`src/rtl/uart_recv.sv`:
```
// 8N1 serial receiver: 16x oversampling, 3-sample majority per bit, start-bit
// validation, framing/overrun pulses, byte delivered under a valid/ack handshake.
//
// state | meaning
// IDLE  | line idle, waiting for rxs low
// START | validating the start bit
// DATA  | sampling the eight data bits, LSB first
// STOP  | sampling the stop bit
// BREAK | stop bit was low; waiting for the line to return high
module uart_recv #(
    parameter int ClkFrequency = 25000000,
    parameter int Baud         = 115200
) (
    input  logic       clk,
    input  logic       rst,
    input  logic       RxD,
    output logic [7:0] RxD_data,
    output logic       RxD_valid,
    input  logic       RxD_ack,
    output logic       RxD_frame_err,
    output logic       RxD_overrun,
    output logic       RxD_busy
);
    localparam int DivRaw = ClkFrequency / (Baud * 16);
    localparam int Div    = (DivRaw < 1) ? 1 : DivRaw;
    localparam int DivW   = (Div > 1) ? $clog2(Div) : 1;
    localparam logic [DivW-1:0] DivLast = DivW'(Div - 1);

    typedef enum logic [2:0] {IDLE, START, DATA, STOP, BREAK} stateType;

    stateType        state, stateNext;
    logic            rxMeta, rxs;
    logic [DivW-1:0] divCnt;
    logic [3:0]      osCnt, osNext;
    logic [2:0]      bitCnt;
    logic [7:0]      shiftReg;
    logic            sampA, sampB;
    logic            tick, sampleA, sampleB, decide, bitEnd, majority;
    logic            stopOk, stopBad;

    // Sample points are named by the count reached on the tick, so the
    // decision tick lands 9 ticks into each bit.
    assign tick     = (state != IDLE) && (divCnt == DivLast);
    assign osNext   = osCnt + 4'd1;
    assign sampleA  = tick && (osNext == 4'd7);
    assign sampleB  = tick && (osNext == 4'd8);
    assign decide   = tick && (osNext == 4'd9);
    assign bitEnd   = tick && (osCnt == 4'd15);
    assign majority = (sampA & sampB) | (sampA & rxs) | (sampB & rxs);
    assign stopOk   = (state == STOP) && decide && majority;
    assign stopBad  = (state == STOP) && decide && !majority;
    assign RxD_busy = (state != IDLE);

    always_ff @(posedge clk) begin
        if (!rst) state <= IDLE;
        else      state <= stateNext;
    end

    always_comb begin
        stateNext = state;
        case (state)
            IDLE:  if (!rxs) stateNext = START;
            START: begin
                if (decide && majority) stateNext = IDLE;
                else if (bitEnd)        stateNext = DATA;
            end
            DATA:  if (bitEnd && bitCnt == 3'd7) stateNext = STOP;
            STOP:  if (decide) stateNext = majority ? IDLE : BREAK;
            BREAK: if (rxs) stateNext = IDLE;
            default: stateNext = IDLE;
        endcase
    end

    always_ff @(posedge clk) begin
        if (!rst) begin
            rxMeta   <= 1'b1;
            rxs      <= 1'b1;
            divCnt   <= '0;
            osCnt    <= '0;
            bitCnt   <= '0;
            shiftReg <= '0;
            sampA    <= 1'b0;
            sampB    <= 1'b0;
        end else begin
            rxMeta <= RxD;
            rxs    <= rxMeta;
            if (state == IDLE) begin
                divCnt <= '0;
                osCnt  <= '0;
            end else if (tick) begin
                divCnt <= '0;
                osCnt  <= osNext;
            end else begin
                divCnt <= divCnt + 1'b1;
            end
            if (state == IDLE || bitEnd) begin
                sampA <= 1'b0;
                sampB <= 1'b0;
            end else begin
                if (sampleA) sampA <= rxs;
                if (sampleB) sampB <= rxs;
            end
            if (state == START && bitEnd)     bitCnt <= '0;
            else if (state == DATA && bitEnd) bitCnt <= bitCnt + 3'd1;
            if (state == DATA && decide) shiftReg[bitCnt] <= majority;
        end
    end

    // A byte completing on the same edge as an ack replaces the old one cleanly.
    always_ff @(posedge clk) begin
        if (!rst) begin
            RxD_data      <= '0;
            RxD_valid     <= 1'b0;
            RxD_frame_err <= 1'b0;
            RxD_overrun   <= 1'b0;
        end else begin
            RxD_frame_err <= stopBad;
            RxD_overrun   <= 1'b0;
            if (stopOk) begin
                RxD_data    <= shiftReg;
                RxD_valid   <= 1'b1;
                RxD_overrun <= RxD_valid & ~RxD_ack;
            end else if (RxD_valid && RxD_ack) begin
                RxD_valid <= 1'b0;
            end
        end
    end
endmodule

```
`config.mk`:
```
export PLATFORM = sky130hd
export DESIGN_NAME = uart_recv
export DESIGN_NICKNAME = d
export VERILOG_FILES = /design/src/rtl/uart_recv.sv
export SDC_FILE = /design/constraint.sdc
export NUM_CORES = 1
export LEC_CHECK = 0
export CAP_MARGIN = 15
export CORE_MARGIN = 10
export CORE_UTILIZATION = 56
export DETAILED_ROUTE_END_ITERATION = 8
export GPL_ROUTABILITY_DRIVEN = 1
export PLACE_DENSITY = 0.78
export SLEW_MARGIN = 20
export SYNTH_ARGS = -nofsm -noshare
export SYNTH_HDL_FRONTEND = slang
export SYNTH_SLANG_ARGS = --single-unit
```
`constraint.sdc`:
```
create_clock -name clk -period 2 [get_ports clk]
set_input_delay 0.4 -clock clk [delete_from_list [all_inputs] [get_ports clk]]
set_output_delay 0.4 -clock clk [all_outputs]
set_load 0.02 [all_outputs]
```
After elaboration in Yosys (flattened, before gate mapping)
Cells that the tools add are included.

Magnitude comparators: 2. Bitwise gates (word level): 8. Equality and inequality tests: 15. Add/sub/neg operators: 3. Reduce and logical (&&, ||, !) cells: 26. Multiplexer cells: 13.

Operators by type and width (count): $mux W3 (7); $eq A4 B4 Y1 const B (4); $logic_and A1 B1 Y1 (15); $pmux W3 S5 (1); $add A4 B1 Y4 const B (2); $bwmux W8 (1); $ne A2 B2 Y1 const B (4); $eq A3 B2 Y1 const B (2); $eq A3 B3 Y1 const B (2); $reduce_or A2 Y1 (3); $reduce_and A5 Y1 (1); $and A1 B1 Y1 (4); $eq A4 B3 Y1 const B (1); $lt A3 B4 Y1 const B (1); $add A3 B1 Y3 const B (1); $demux W1 S3 (1); $eq A3 B1 Y1 const B (1); $ge A3 B1 Y1 const B (1); $logic_not A3 Y1 (1); $mux W1 (3); $ne A3 B3 Y1 const B (1); $reduce_bool A3 Y1 (1); $reduce_or A3 Y1 (1); $not A1 Y1 (2); 5 further kinds (6).

Output and inout port bits: 12. Register bits after elaboration: 37. Input port bits: 4.

Depth between registers and ports, before layout
Gate-level depths: netlist of the first run.

Depth after elaboration: 6. Depth in mapped cells: 7.

Least setup slack after synthesis of the first run
Ideal clock, no wire load.

Path type: register to register. From: register osCnt[1]. To: register shiftReg[2]. Stages on the path, launching flop included: 7. Buffers on the path: 1. Data arrival time: 1.629 ns. Clock period less this slack: 1.701 ns. Setup slack: 0.299 ns. Cells stage by stage: dfxtp_1 ha_1 nand2_1 o211a_1 clkbuf_1 nor3_1 mux2i_1.

Longest elaborated chain between the ends: 4.

RTL lines: from (decl) (RTL line 34) `logic [3:0] osCnt, osNext;`; from (signal assigned) (RTL line 92) `osCnt <= osNext;`; $add A4 B1 Y4 (RTL line 44) `assign osNext = osCnt + 4'd1;`; $eq A4 B4 Y1 (RTL line 47) `assign decide = tick && (osNext == 4'd9);`; $logic_and A1 B1 Y1 (RTL line 47); $logic_and A1 B1 Y1 (RTL line 105) `if (state == DATA && decide) shiftReg[bitCnt] <= majority;`; to (signal, indexed assignment) (RTL line 105); to (decl) (RTL line 36) `logic [7:0] shiftReg;`.

Every way passes these cells. A chain may end at the register's enable or synchronous reset.

Worst setup path in the final report of the first run
From: register state[2]. To: output RxD_busy.

Longest elaborated chain between the ends: 1.

RTL lines: from (decl) (RTL line 31) `stateType state, stateNext;`; from (signal assigned) (RTL line 56) `else state <= stateNext;`; $reduce_bool A3 Y1 (RTL line 52) `assign RxD_busy = (state != IDLE);`; to (decl) (RTL line 22) `output logic RxD_busy`.

Every way passes these cells.

==> results of run 1 <==
-- power groups by stage --
stage / clock [uW] / sequential, uW / combinational, uW
after global routing: 445 / 745 / 51.5
after detailed placement: 0 / 760 / 46.2
after floorplan: 0 / 760 / 27.6
after global placement: 0 / 760 / 45.1
final: 405 / 744 / 46.6
after CTS: 412 / 744 / 46.1
-- cell families after synthesis --
kind of cell	count (synthesis)
fa+ha+maj	9
compound gates	21
flops	37
xor+xnor	6
simple gates	91
mux	17
buf+inv	18
-- synthesized netlist by cell type (all sizes together) (4+ instances only) --
| master | instances | area (sq um) |
|---|---|---|
| nor2 | 7 | 26.28 |
| nor3 | 13 | 70.07 |
| a21oi | 4 | 20.02 |
| clkbuf | 5 | 18.77 |
| nor3b | 4 | 30.03 |
| nand2 | 27 | 101.4 |
| nor2b | 6 | 37.54 |
| nand3 | 11 | 60.06 |
| nand2b | 4 | 25.02 |
| dfxtp | 37 | 740.7 |
| mux2i | 16 | 160.2 |
| inv | 8 | 30.03 |
| buf | 5 | 28.77 |
| ha | 8 | 100.1 |
-- state kept, by name (all words and copies together) (netlist names) --
name,cells
RxD_data,8
shiftReg,8
divCnt,4
osCnt,4
bitCnt,3
state,3
RxD_frame_err,1
RxD_overrun,1
RxD_valid,1
rxMeta,1
rxs,1
sampA,1
sampB,1
-- through the flow --
stage               area [sq um]  hold WS [ps]  std cells  setup slack [ps]  power, uW
floorplan                   1812         386.3        199             298.5      787.9
global placement            2037         397.8        257             177.7      805.2
detailed placement          2037         398.8        257             107.9      806.5
CTS                         2101         424.4        264             86.51       1202
global route                2110         454.2        264             25.66       1241
finish                      2110         419.5        264             117.5       1195
-- layout make-up --
class,instances,share of cell area [%]
inverter,8,1.423
timing repair buffer,24,10.26
tap,44,2.610
clock buffer,6,2.432
multi-input combinational,144,47.75
clock inverter,1,0.3559
sequential,37,35.17
-- timing repair --
action | 4_1_cts | 5_1_grt
gates resized for setup | 2 | 3
endpoints found under the hold margin | 0 | 0
endpoints found under the setup margin | 1 | 8
-- critical path: stages, from the launching register on --
cell and delay, ps:
sky130_fd_sc_hd__dfxtp_1 410, sky130_fd_sc_hd__nor3_4 290, sky130_fd_sc_hd__inv_2 100, sky130_fd_sc_hd__dlygate4sd2_1 330
-- metal layers --
metal | up-vias | global-route usage (%) | part of all wire (%)
li1 | 741 | - | -
met1 | 673 | 15.24 | 47
met2 | 32 | 20.40 | 46
met3 | 6 | 4.895 | 5.9
met4 | 0 | 3.346 | 1.1
met5 | - | 0 | 0
-- final timing paths --
path	endpoint	slack, ps	depth (start not counted)	from
max	RxD_busy	120	3	state[2]$_SDFFE_PN0P_
min	rxs$_SDFF_PN1_	420	1	rxMeta$_SDFF_PN1_
max reg2reg	state[1]$_SDFFE_PN0P_	140	6	osCnt[0]$_SDFFE_PP0P_
min reg2reg	rxs$_SDFF_PN1_	420	1	rxMeta$_SDFF_PN1_
==> impl_table.tex, run 1 <==
\begin{tabular}{lr}
\hline
Metric & Value \\
\hline
\multicolumn{2}{l}{\textbf{Finish}} \\
Share of the core filled with cells in the final layout & 68.54\% \\
Area Growth Syn to Fin & 16.44\% \\
FILL cells & 247 \\
Most common cell after layout, fill and taps aside & sky130\_fd\_sc\_hd\_\_dfxtp\_1 \\
Net count, final & 232 \\
Storage element area & 742.0 sq um \\
Area taken by multi-input logic gates & 1007 sq um \\
Ant diodes & 0 \\
Share of post-route cells with drive strength above 1 & 12.73\% \\
Most frequent cells in the layout & 36 x sky130\_fd\_sc\_hd\_\_dfxtp\_1, 27 x sky130\_fd\_sc\_hd\_\_nand2\_1, 16 x sky130\_fd\_sc\_hd\_\_mux2i\_1 \\
\multicolumn{2}{l}{\textbf{Logic synthesis}} \\
Primary flip-flop cell chosen by synthesis mapping & sky130\_fd\_sc\_hd\_\_dfxtp\_1 \\
Main combinational cell family by area after synthesis & simple AND/OR/NAND/NOR gates \\
Count of unique library cells instantiated by Yosys & 47 \\
Multiplexer share of the synthesized area & 9.461\% \\
Post-synth net total & 211 \\
Number of flops mapped to enable cells by yosys & 0 \\
Area fraction in compound gates after synthesis & 9.047\% \\
Sequential element share of the synthesized area & 40.88\% \\
Post-synthesis async set-or-reset flop share & 0\% \\
Post-Synth Adder-Cell Area & 6.077\% \\
Share of the synthesized netlist area taken by xor and xnor gates & 2.901\% \\
Combined area of all synthesized cells & 1812 sq um \\
Instance count of the mapped netlist & 199 \\
Synth Warn \# & 0 \\
Average instance area after synthesis & 9.104 sq um \\
Number of synthesized register bits & 37 \\
Synthesized-area fraction occupied by and/or/nand/nor cells & 27.35\% \\
\multicolumn{2}{l}{\textbf{Die}} \\
Num rows & 20 \\
Starting density of the core & 58.86\% \\
Total Die Area & 5911 sq um \\
Area of the core region & 3078 sq um \\
Die Width & 76.88 microns \\
Chip Height & 76.88 microns \\
Number of top-level pins & 16 \\
\multicolumn{2}{l}{\textbf{Clock network}} \\
Number of CTS-inserted buffers & 5 \\
Clock transition at path regs & 110 ps \\
Hold buffer count at CTS & 0 \\
Cell at the root of the clock tree & sky130\_fd\_sc\_hd\_\_clkbuf\_4 \\
Postcts setup bufs & 0 \\
\# H-tree levels & 2 \\
\# clock sinks & 37 \\
Clock tree from TritonCTS & yes \\
Clock insertion delay at the later pin of the skew report & 340 ps \\
CTS Buffer Depth & 2 \\
\multicolumn{2}{l}{\textbf{Global route}} \\
Number of global-route vias before repair & 1,400 \\
Total global routing overflow & 0 \\
Wire length of the first global-routing pass & 6348 microns \\
GRT Util Overall & 12.64\% \\
Initial antenna violation count & 0 \\
Pin count of the biggest net entering global routing & 17 \\
\multicolumn{2}{l}{\textbf{Timing}} \\
Setup repair after global routing missed its margin & false \\
Final Hold Vio Count & 0 \\
Fin Clk Skew & 2.549 ps \\
Setup tns final & 0 ps \\
Setup-violating endpoint count in the final report & 0 \\
Relative slew slack & 71.35\% \\
Period utilisation layout & 94.12\% \\
Transition at the pin with the smallest max-transition slack & 428.8 ps \\
Minimum clock period & 1882 ps \\
Final max-slew violation count & 0 \\
Maximum clock frequency & 531.2 MHz \\
\multicolumn{2}{l}{\textbf{Routing}} \\
Detailed-router iteration count before antenna repair & 4 \\
Post-detailed-routing wire length & 3635 microns \\
Routed vias/inst & 5.500 \\
DR WL/cell & 13.77 microns \\
Detail Route Antenna Nets & 0 \\
Post-route DRC violation count & 0 \\
Total via count after detailed routing & 1,452 \\
Initial drt markers & 156 \\
\multicolumn{2}{l}{\textbf{Power}} \\
Static Leakage & 0.0007021 uW \\
Fraction of power consumed by sequential logic & 62.2\% \\
Cell Pwr Density & 566.6 nW/um\^{}2 \\
Switching share of power & 22.64\% \\
Switching component of the power & 270.6 uW \\
Internal cell power & 924.7 uW \\
Peak supply drop & 0.6172 mV \\
Proportion of power drawn by the clock network & 33.9\% \\
Portion of total power attributed to combinational logic & 3.9\% \\
\multicolumn{2}{l}{\textbf{Place}} \\
Count of input and output buffers & 15 \\
Post-detailed-placement half-perimeter wirelength & 2736 microns \\
Global placement routability congestion & 0.8197 \\
\multicolumn{2}{l}{\textbf{Run}} \\
Maximum capacitance violations & 0 \\
\multicolumn{2}{l}{\textbf{Worst hold path}} \\
HP Class & flop to flop \\
\multicolumn{2}{l}{\textbf{Critical path}} \\
Arrival time worst endpoint & 1480 ps \\
Critical path startpoint category & flop \\
Worst Path Required & 1600 ps \\
Category of the critical setup timing path & flop to primary output \\
Largest fanout on the critical path & 9 \\
Element type at the critical path end & primary output \\
\multicolumn{2}{l}{\textbf{Outcome}} \\
Result of the run & finished, final reports clean \\
\hline
\end{tabular}
Power figures use the tool's default switching activity.
==> run 2: changes to the inputs <==
--- a/config.mk
+++ b/config.mk
@@ -9,7 +9,7 @@
 export CORE_MARGIN = 10
 export CORE_UTILIZATION = 56
 export DETAILED_ROUTE_END_ITERATION = 8
-export GPL_ROUTABILITY_DRIVEN = 1
+export GPL_ROUTABILITY_DRIVEN = 0
 export PLACE_DENSITY = 0.78
 export SLEW_MARGIN = 20
 export SYNTH_ARGS = -nofsm -noshare
==> constraint.sdc (replaced) <==
create_clock -name clk -period 2 [get_ports clk]
set_input_delay 0.2 -clock clk [delete_from_list [all_inputs] [get_ports clk]]
set_output_delay 0.2 -clock clk [all_outputs]
set_load 0.02 [all_outputs]
==> run 2 against run 1 <==
Net effect:
- worst setup slack better by 72 ps
- register-to-register slack better by 50 ps
- combinational power increased by 3%
- non-clock buffer count is the same
- total power shrank 1.5%
- utilization down 0.20 points
- cell count rose by 0.38%
- first-iteration DRC count decreased by 31%
- via count rose by 0.55%
- flip-flop and latch count did not move
==> impl_table.tex, run 2 (synthesis gave the netlist of run 1 again) <==
\begin{tabular}{lr}
\hline
Metric & Value \\
\hline
\multicolumn{2}{l}{\textbf{Outcome}} \\
Result of the run & finished, final reports clean \\
\multicolumn{2}{l}{\textbf{Timing}} \\
Setup-violating endpoint count in the final report & 0 \\
Hold slack & 406.0 ps \\
Transition at the pin with the smallest max-transition slack & 441.3 ps \\
Relative slew slack & 70.51\% \\
Maximum clock frequency & 552.4 MHz \\
Period utilisation layout & 90.51\% \\
Minimum clock period & 1810 ps \\
Fin Clk Skew & 14.79 ps \\
Final Hold Vio Count & 0 \\
Setup tns final & 0 ps \\
Final max-slew violation count & 0 \\
Setup repair after global routing missed its margin & false \\
\multicolumn{2}{l}{\textbf{Finish}} \\
Ant diodes & 0 \\
Post-layout instance count excluding filler cells & 265 \\
Most common cell after layout, fill and taps aside & sky130\_fd\_sc\_hd\_\_dfxtp\_1 \\
Share of post-route cells with drive strength above 1 & 13.12\% \\
FILL cells & 262 \\
Biggest regs & RxD\_data: 8 flops, shiftReg: 8 flops \\
Area Growth Syn to Fin & 16.09\% \\
Most frequent cells in the layout & 34 x sky130\_fd\_sc\_hd\_\_dfxtp\_1, 27 x sky130\_fd\_sc\_hd\_\_nand2\_1, 16 x sky130\_fd\_sc\_hd\_\_mux2i\_1 \\
Net count, final & 232 \\
Post-route standard cell area excluding fillers & 2103 sq um \\
\multicolumn{2}{l}{\textbf{Clock network}} \\
Number of CTS-inserted buffers & 5 \\
Clock transition at path regs & 120 ps \\
CTS Buffer Depth & 2 \\
Clock tree from TritonCTS & yes \\
Cell at the root of the clock tree & sky130\_fd\_sc\_hd\_\_clkbuf\_4 \\
\# clock sinks & 37 \\
Clock insertion delay at the later pin of the skew report & 360 ps \\
\# H-tree levels & 2 \\
Hold buffer count at CTS & 0 \\
\multicolumn{2}{l}{\textbf{Routing}} \\
Detail Route Antenna Nets & 0 \\
Initial drt markers & 108 \\
Detailed-router iteration count before antenna repair & 4 \\
Total via count after detailed routing & 1,460 \\
Post-detailed-routing wire length & 3683 microns \\
DR WL/cell & 13.90 microns \\
Post-route DRC violation count & 0 \\
Routed vias/inst & 5.509 \\
\multicolumn{2}{l}{\textbf{Die}} \\
Chip Height & 76.88 microns \\
Die Width & 76.88 microns \\
Starting density of the core & 58.86\% \\
Number of top-level pins & 16 \\
Area of the core region & 3078 sq um \\
Num rows & 20 \\
Total Die Area & 5911 sq um \\
\multicolumn{2}{l}{\textbf{Global route}} \\
Number of global-route vias before repair & 1,403 \\
Initial antenna violation count & 0 \\
Wire length of the first global-routing pass & 6382 microns \\
Pin count of the biggest net entering global routing & 25 \\
Total global routing overflow & 0 \\
GRT Util Overall & 13.06\% \\
\multicolumn{2}{l}{\textbf{Critical path}} \\
Count of buffering cells on the critical path with inverters included & 1 \\
Cell family with most CP delay & flip-flops \\
Worst Path Required & 2280 ps \\
Stage delay of the slowest cell on the critical path & 420 ps \\
Destination of the worst register-to-register timing path & RxD\_data[0]\$\_SDFFE\_PN0P\_ \\
Largest fanout on the critical path & 10 \\
Worst-path cell chain & ha\_2 > nand2\_1 > o211a\_1 > nor3\_1 > buf\_4 > mux2i\_1 \\
Category of the critical setup timing path & flop to flop \\
Critical path startpoint category & flop \\
Element type at the critical path end & flop \\
Arrival time worst endpoint & 2090 ps \\
Register-to-register path setup slack & 190 ps \\
Startpoint of the lowest-slack register-to-register path & osCnt[1]\$\_SDFFE\_PP0P\_ \\
Worst reg2reg path depth & 6 \\
Worst-path cell with the longest stage delay & sky130\_fd\_sc\_hd\_\_dfxtp\_2 \\
\multicolumn{2}{l}{\textbf{Power}} \\
Final Power & 1178 uW \\
Cell Pwr Density & 560.1 nW/um\^{}2 \\
Peak supply drop & 0.4514 mV \\
Static Leakage & 0.0007153 uW \\
\multicolumn{2}{l}{\textbf{Place}} \\
Number of placed instances, taps included & 256 \\
Count of input and output buffers & 15 \\
Placed cell areas & 2029 sq um \\
Post-detailed-placement half-perimeter wirelength & 2665 microns \\
\multicolumn{2}{l}{\textbf{Worst hold path}} \\
Count of cells along the worst hold path & 2 \\
End point of the worst hold path & rxMeta\$\_SDFF\_PN1\_ \\
Worst Hold Launch & RxD \\
HP Class & primary input to flop \\
\multicolumn{2}{l}{\textbf{Run}} \\
Maximum capacitance violations & 0 \\
\hline
\end{tabular}
[run 2: area by class of cell]
cell class,instances,area [sq um],share of cell area (%)
Clock inverter,2,10.01,0.4759
Inverter,8,30.03,1.428
Clock buffer,6,41.29,1.963
Tap cell,44,55.05,2.617
Timing Repair Buffer,24,220.2,10.47
Sequential cell,37,744.5,35.40
Multi-Input combinational cell,144,1002,47.65
[run 2: stage by stage]
stage          worst slack [ps]  utilization [%]
6_report                  189.7            68.33
5_1_grt                   24.10            68.33
4_1_cts                   14.25            67.80
3_5_place_dp              117.0            65.94
3_3_place_gp              194.8            65.94
2_1_floorplan             298.5                -
[run 2: power by group]
group,switching [uW],internal [uW]
sequential,3.39,740
combinational,26.9,21.0
clock,253,134
total,283,895
[run 2: layer usage]
| metal | share of wire [%] | track usage, % |
|---|---|---|
| met5 | 0 | 0 |
| met4 | 2.4 | 6.506 |
| met3 | 7.0 | 5.594 |
| met2 | 45 | 20.07 |
| met1 | 45 | 15.15 |
[run 2: how the worst max path moves through the flow]
stage                          start                  endpoint  slack, ps  cells after the start
4_1_cts        state[2]$_SDFFE_PN0P_                  RxD_busy         10                      3
6_report       osCnt[1]$_SDFFE_PP0P_  RxD_data[0]$_SDFFE_PN0P_        190                      6
2_1_floorplan  osCnt[1]$_SDFFE_PP0P_  shiftReg[2]$_SDFFE_PN0P_        300                      6
3_3_place_gp   osCnt[1]$_SDFFE_PP0P_  shiftReg[2]$_SDFFE_PN0P_        190                      6
5_1_grt        osCnt[1]$_SDFFE_PP0P_  RxD_data[4]$_SDFFE_PN0P_         20                      6
3_5_place_dp   osCnt[1]$_SDFFE_PP0P_  shiftReg[2]$_SDFFE_PN0P_        120                      6
[run 2: what timing repair did]
action,4_1_cts,5_1_grt
endpoints found under the setup margin,1,23
buffers inserted,0,1
resized for setup,1,5
pin swaps,0,1
==> run 3: changes to the inputs <==
==> constraint.sdc (replaced) <==
create_clock -name clk -period 1.7 [get_ports clk]
set_input_delay 0.17 -clock clk [delete_from_list [all_inputs] [get_ports clk]]
set_output_delay 0.17 -clock clk [all_outputs]
set_load 0.02 [all_outputs]
==> run 3 against run 2 <==
Net effect:
- register-to-register slack worse by 210 ps
- sequential power rose by 18%
- critical endpoint is now sampB$_SDFFE_PP0P_
- non-clock buffer count up 12
- the flow now finishes with violations (negative setup slack)
- utilization increased by 7.9 points
- flip-flop and latch count unchanged
- critical path depth stayed put
- die area stayed put
- combinational power grew 27%
==> impl_table.tex, run 3 (synthesis gave the netlist of run 1 again) <==
\begin{tabular}{lr}
\hline
Metric & Value \\
\hline
\multicolumn{2}{l}{\textbf{Finish}} \\
Area Growth Syn to Fin & 29.49\% \\
Post-route standard cell area excluding fillers & 2346 sq um \\
Most frequent cells in the layout & 33 x sky130\_fd\_sc\_hd\_\_dfxtp\_1, 26 x sky130\_fd\_sc\_hd\_\_nand2\_1, 16 x sky130\_fd\_sc\_hd\_\_buf\_4 \\
Share of post-route cells with drive strength above 1 & 28.02\% \\
Biggest regs & RxD\_data: 8 flops, shiftReg: 8 flops \\
Post-layout instance count excluding filler cells & 276 \\
Net count, final & 244 \\
Ant diodes & 0 \\
Most common cell after layout, fill and taps aside & sky130\_fd\_sc\_hd\_\_dfxtp\_1 \\
\multicolumn{2}{l}{\textbf{Timing}} \\
Minimum clock period & 1722 ps \\
Period utilisation layout & 101.3\% \\
Maximum clock frequency & 580.6 MHz \\
Crit path setup slack, layout & -22.23 ps \\
Setup-violating endpoint count in the final report & 1 \\
Relative slew slack & 71.91\% \\
Setup repair after global routing missed its margin & true \\
Final Hold Vio Count & 0 \\
Final max-slew violation count & 0 \\
Fin Clk Skew & 21.27 ps \\
Transition at the pin with the smallest max-transition slack & 417.4 ps \\
\multicolumn{2}{l}{\textbf{Die}} \\
Chip Height & 76.88 microns \\
Area of the core region & 3078 sq um \\
Total Die Area & 5911 sq um \\
Starting density of the core & 58.86\% \\
Die Width & 76.88 microns \\
Number of top-level pins & 16 \\
Num rows & 20 \\
\multicolumn{2}{l}{\textbf{Run}} \\
Maximum capacitance violations & 0 \\
\multicolumn{2}{l}{\textbf{Routing}} \\
Routed vias/inst & 5.793 \\
Post-route DRC violation count & 0 \\
Post-detailed-routing wire length & 4662 microns \\
Total via count after detailed routing & 1,599 \\
Detailed-router iteration count before antenna repair & 4 \\
Initial drt markers & 151 \\
DR WL/cell & 16.89 microns \\
Detail Route Antenna Nets & 0 \\
\multicolumn{2}{l}{\textbf{Global route}} \\
Initial antenna violation count & 0 \\
Number of global-route vias before repair & 1,502 \\
Wire length of the first global-routing pass & 7010 microns \\
Pin count of the biggest net entering global routing & 17 \\
Total global routing overflow & 0 \\
GRT Util Overall & 14.29\% \\
\multicolumn{2}{l}{\textbf{Power}} \\
Cell Pwr Density & 607.2 nW/um\^{}2 \\
Peak supply drop & 0.5757 mV \\
Static Leakage & 0.0007784 uW \\
\multicolumn{2}{l}{\textbf{Clock network}} \\
Clock tree from TritonCTS & yes \\
Clock insertion delay at the later pin of the skew report & 370 ps \\
\# clock sinks & 37 \\
Clock transition at path regs & 120 ps \\
\# H-tree levels & 2 \\
Number of CTS-inserted buffers & 5 \\
Cell at the root of the clock tree & sky130\_fd\_sc\_hd\_\_clkbuf\_4 \\
CTS Buffer Depth & 2 \\
\multicolumn{2}{l}{\textbf{Place}} \\
Number of placed instances, taps included & 265 \\
Count of input and output buffers & 15 \\
Placed cell areas & 2112 sq um \\
Post-detailed-placement half-perimeter wirelength & 3043 microns \\
\multicolumn{2}{l}{\textbf{Critical path}} \\
Count of buffering cells on the critical path with inverters included & 2 \\
Element type at the critical path end & flop \\
Worst-path cell chain & buf\_6 > and2\_4 > o211a\_4 > buf\_4 > o41a\_1 > o21ba\_2 \\
Critical path startpoint category & flop \\
Stage delay of the slowest cell on the critical path & 370 ps \\
Cell family with most CP delay & compound AO/OA/AOI/OAI gates \\
Largest fanout on the critical path & 6 \\
Arrival time worst endpoint & 2000 ps \\
Worst Path Required & 1970 ps \\
Category of the critical setup timing path & flop to flop \\
Worst-path cell with the longest stage delay & sky130\_fd\_sc\_hd\_\_o41a\_1 \\
\multicolumn{2}{l}{\textbf{Outcome}} \\
Violated checks & negative setup slack \\
Result of the run & complete, but fails checks \\
\multicolumn{2}{l}{\textbf{Worst hold path}} \\
HP Class & primary input to flop \\
\hline
\end{tabular}
-- run 3: cell count changes in the layout (fill, tap and decap cells not counted), sizes merged --
cell           change
clkbuf             +1
dlymetal6s2s       -1
clkinv             -2
clkdlybuf4s15      +1
buf               +12
-- run 3: final timing paths --
| path | start | endpoint | slack (ps) | cells after the start |
|---|---|---|---|---|
| max reg2reg | osCnt[1]$_SDFFE_PP0P_ | sampB$_SDFFE_PP0P_ | -20 | 6 |
| min reg2reg | rxMeta$_SDFF_PN1_ | rxs$_SDFF_PN1_ | 420 | 1 |
| min | RxD | rxMeta$_SDFF_PN1_ | 380 | 2 |
| max | osCnt[1]$_SDFFE_PP0P_ | sampB$_SDFFE_PP0P_ | -20 | 6 |
-- run 3: metrics by stage --
stage | setup TNS [ps] | setup slack [ps] | total power (uW) | util [%] | hold WS [ps]
4_1_cts | 0 | 2.198 | 1418 | 71.06 | 385.5
6_report | -22.23 | -22.23 | 1425 | 76.22 | 383.9
3_5_place_dp | -5.087 | -5.087 | 952.5 | 68.62 | 407.7
2_1_floorplan | 0 | 19.19 | 926.9 | - | 271.5
3_3_place_gp | 0 | 75.29 | 949.4 | 68.62 | 395.0
5_1_grt | -637.0 | -79.93 | 1472 | 76.22 | 386.5
-- run 3: power by group --
part           leakage [uW]  switching (uW)  internal (uW)  total, uW
sequential         0.000300            3.95            871        875
clock             0.0000314             294            195        489
combinational      0.000447            35.6           25.2       60.8
total              0.000778             333           1090       1420
-- run 3: metal layers --
layer / vias up / GRT usage, % / wire length (microns)
met3: 14 / 4.429 / 356
met1: 758 / 16.29 / 1960
met5: - / 0 / 0
met4: 0 / 6.134 / 102
li1: 763 / - / -
met2: 64 / 23.95 / 2242
-- run 3: layout make-up --
type                            count  area, sq um
Tap cell                           44        55.05
Sequential cell                    37        745.7
Clock buffer                        7        55.05
Inverter                            8        30.03
Timing Repair Buffer               36        329.1
Multi-Input combinational cell    144         1131
Fill cell                         217        732.0
-- run 3: worst reg2reg max path, stage by stage (launching register included) --
cell                      delay, ps
sky130_fd_sc_hd__dfxtp_2        360
sky130_fd_sc_hd__buf_6          130
sky130_fd_sc_hd__and2_4         150
sky130_fd_sc_hd__o211a_4        270
sky130_fd_sc_hd__buf_4          140
sky130_fd_sc_hd__o41a_1         370
sky130_fd_sc_hd__o21ba_2        200
-- run 3: timing repair --
action | 4_1_cts | 5_1_grt
hold endpoints to repair | 0 | 0
buffers inserted | 0 | 3
cloned | 0 | 1
gates resized for setup | 4 | 35
endpoints found under the setup margin | 4 | 18
pin swaps | 1 | 4
hold buffers | 0 | 0
==> RTL change (settings of run 3) <==
`ClkFrequency`: 25000000 -> 50000000.
--- a/src/rtl/uart_recv.sv
+++ b/src/rtl/uart_recv.sv
@@ -9,5 +9,5 @@
 // BREAK | stop bit was low; waiting for the line to return high
 module uart_recv #(
-    parameter int ClkFrequency = 25000000,
+    parameter int ClkFrequency = 50000000,
     parameter int Baud         = 115200
 ) (
Formal check against the unedited RTL: same outputs for any inputs over 10 cycles, from zero or initial values and one cycle with rst low; that may be too few to reach the edited logic, so the function may still have changed.
==> RTL change against run 3 <==
The run still ends with setup timing left; sequential cell count rose by 1; non-clock buffer count rose by 9; area after synthesis rose by 6.7%; worst setup slack got worse by 0.036 ns; total power rose by 3.7%; cell area rose by 3.9%; wire length fell by 4.4%; critical endpoint is now RxD_data[4]$_SDFFE_PN0P_; largest cell class unchanged.
==> RTL change: results (changes against run 3) <==
<table>
<tr><th>Metric</th><th>Value</th></tr>
<tr><th colspan="2">Synth</th></tr>
<tr><td>Post-Syn Nets</td><td>213 (+0.95%)</td></tr>
<tr><td>Top area cells in the synthesized netlist</td><td>dfxtp_1, mux2i_1, ha_1, nand2_1, nand3_1</td></tr>
<tr><td>Post-synthesis share of cell area spent on xor and xnor gates</td><td>2.72% (-0.18 points)</td></tr>
<tr><td>Area share of fa/ha/maj cells after synthesis</td><td>5.70% (-0.38 points)</td></tr>
<tr><td>Post-synthesis instance total</td><td>201 (+1.0%)</td></tr>
<tr><td>Sequential fraction of the synthesis area</td><td>39.4% (-1.5 points)</td></tr>
<tr><th colspan="2">STA</th></tr>
<tr><td>Normalized max-slew margin</td><td>80.7% (+8.8 points)</td></tr>
<tr><td>Final setup violation count</td><td>13 (+12)</td></tr>
<tr><td>Final Worst Setup Slack</td><td>-0.0578 ns (-0.0355 ns)</td></tr>
<tr><td>Post-route setup TNS</td><td>-0.401 ns (-0.378 ns)</td></tr>
<tr><td>Clock skew</td><td>0.0135 ns (-0.00774 ns)</td></tr>
<tr><th colspan="2">Final layout</th></tr>
<tr><td>Share of the final layout cell area in multi-input gates</td><td>47.3% (-0.96 points)</td></tr>
<tr><td>Filler-free cell count of the finished design</td><td>291 (+5.4%)</td></tr>
<tr><td>Largest registers</td><td>RxD_data: 8 flops, shiftReg: 8 flops, divCnt: 5 flops</td></tr>
<tr><td>Non-clk invs</td><td>5 (-3)</td></tr>
<tr><td>Clock buffer instance count of the final layout</td><td>8 (+1)</td></tr>
<tr><th colspan="2">Detailed routing</th></tr>
<tr><td>Met3 WL post-DR</td><td>209 µm (-41%)</td></tr>
<tr><td>Detail-routed net length per standard cell</td><td>15.3 µm (-9.4%)</td></tr>
<tr><td>DRC violation total after the first TritonRoute iteration</td><td>100 (-34%)</td></tr>
<tr><th colspan="2">Place</th></tr>
<tr><td>Final HPWL DP</td><td>3.02 mm (-0.72%)</td></tr>
<tr><th colspan="2">Run status</th></tr>
<tr><td>Status</td><td>complete, but fails checks</td></tr>
<tr><td>Failing checks</td><td>setup timing</td></tr>
<tr><th colspan="2">Pwr</th></tr>
<tr><td>Proportion of power drawn by the clock network</td><td>30.2% (-4.1 points)</td></tr>
<tr><td>Sw frac</td><td>24.5% (+1.1 points)</td></tr>
<tr><td>Leakage power summed over all cells</td><td>0.972 nW (+25%)</td></tr>
<tr><td>Clock group power</td><td>0.446 mW (-8.8%)</td></tr>
<tr><th colspan="2">Setup path</th></tr>
<tr><td>FF-to-FF End</td><td>RxD_data[4]$_SDFFE_PN0P_</td></tr>
<tr><th colspan="2">Global routing</th></tr>
<tr><td>Maximum number of pins on one net before global-route repair</td><td>29 (+12)</td></tr>
<tr><td>GRT Resource Usage Total</td><td>14.2% (-0.097 points)</td></tr>
<tr><th colspan="2">Floorplan</th></tr>
<tr><td>Floorplan Core Area</td><td>3340 µm² (+8.4%)</td></tr>
</table>
RTL change: what timing repair did:
action	in CTS	in global routing
buffers inserted	4	1
endpoints found under the setup margin	23	26
pin swaps	6	8
gates cloned	1	0
gates resized for setup	15	13
RTL change: worst min-delay path by stage:
| stage | startpoint | endpoint | slack (ns) | depth (start not counted) |
|---|---|---|---|---|
| finish | RxD | rxMeta$_SDFF_PN1_ | 0.39 | 2 |
| global route | RxD | rxMeta$_SDFF_PN1_ | 0.38 | 2 |
| CTS | RxD | rxMeta$_SDFF_PN1_ | 0.38 | 2 |
| detailed placement | rxMeta$_SDFF_PN1_ | rxs$_SDFF_PN1_ | 0.41 | 1 |
| global placement | rxMeta$_SDFF_PN1_ | rxs$_SDFF_PN1_ | 0.39 | 1 |
| floorplan | RxD | rxMeta$_SDFF_PN1_ | 0.27 | 1 |
RTL change: worst max-delay path: stages (launching register included):
cell	delay, ns
dfxtp_2	0.36
ha_2	0.22
buf_4	0.16
buf_4	0.15
a211oi_4	0.29
and3_4	0.31
mux2i_1	0.21
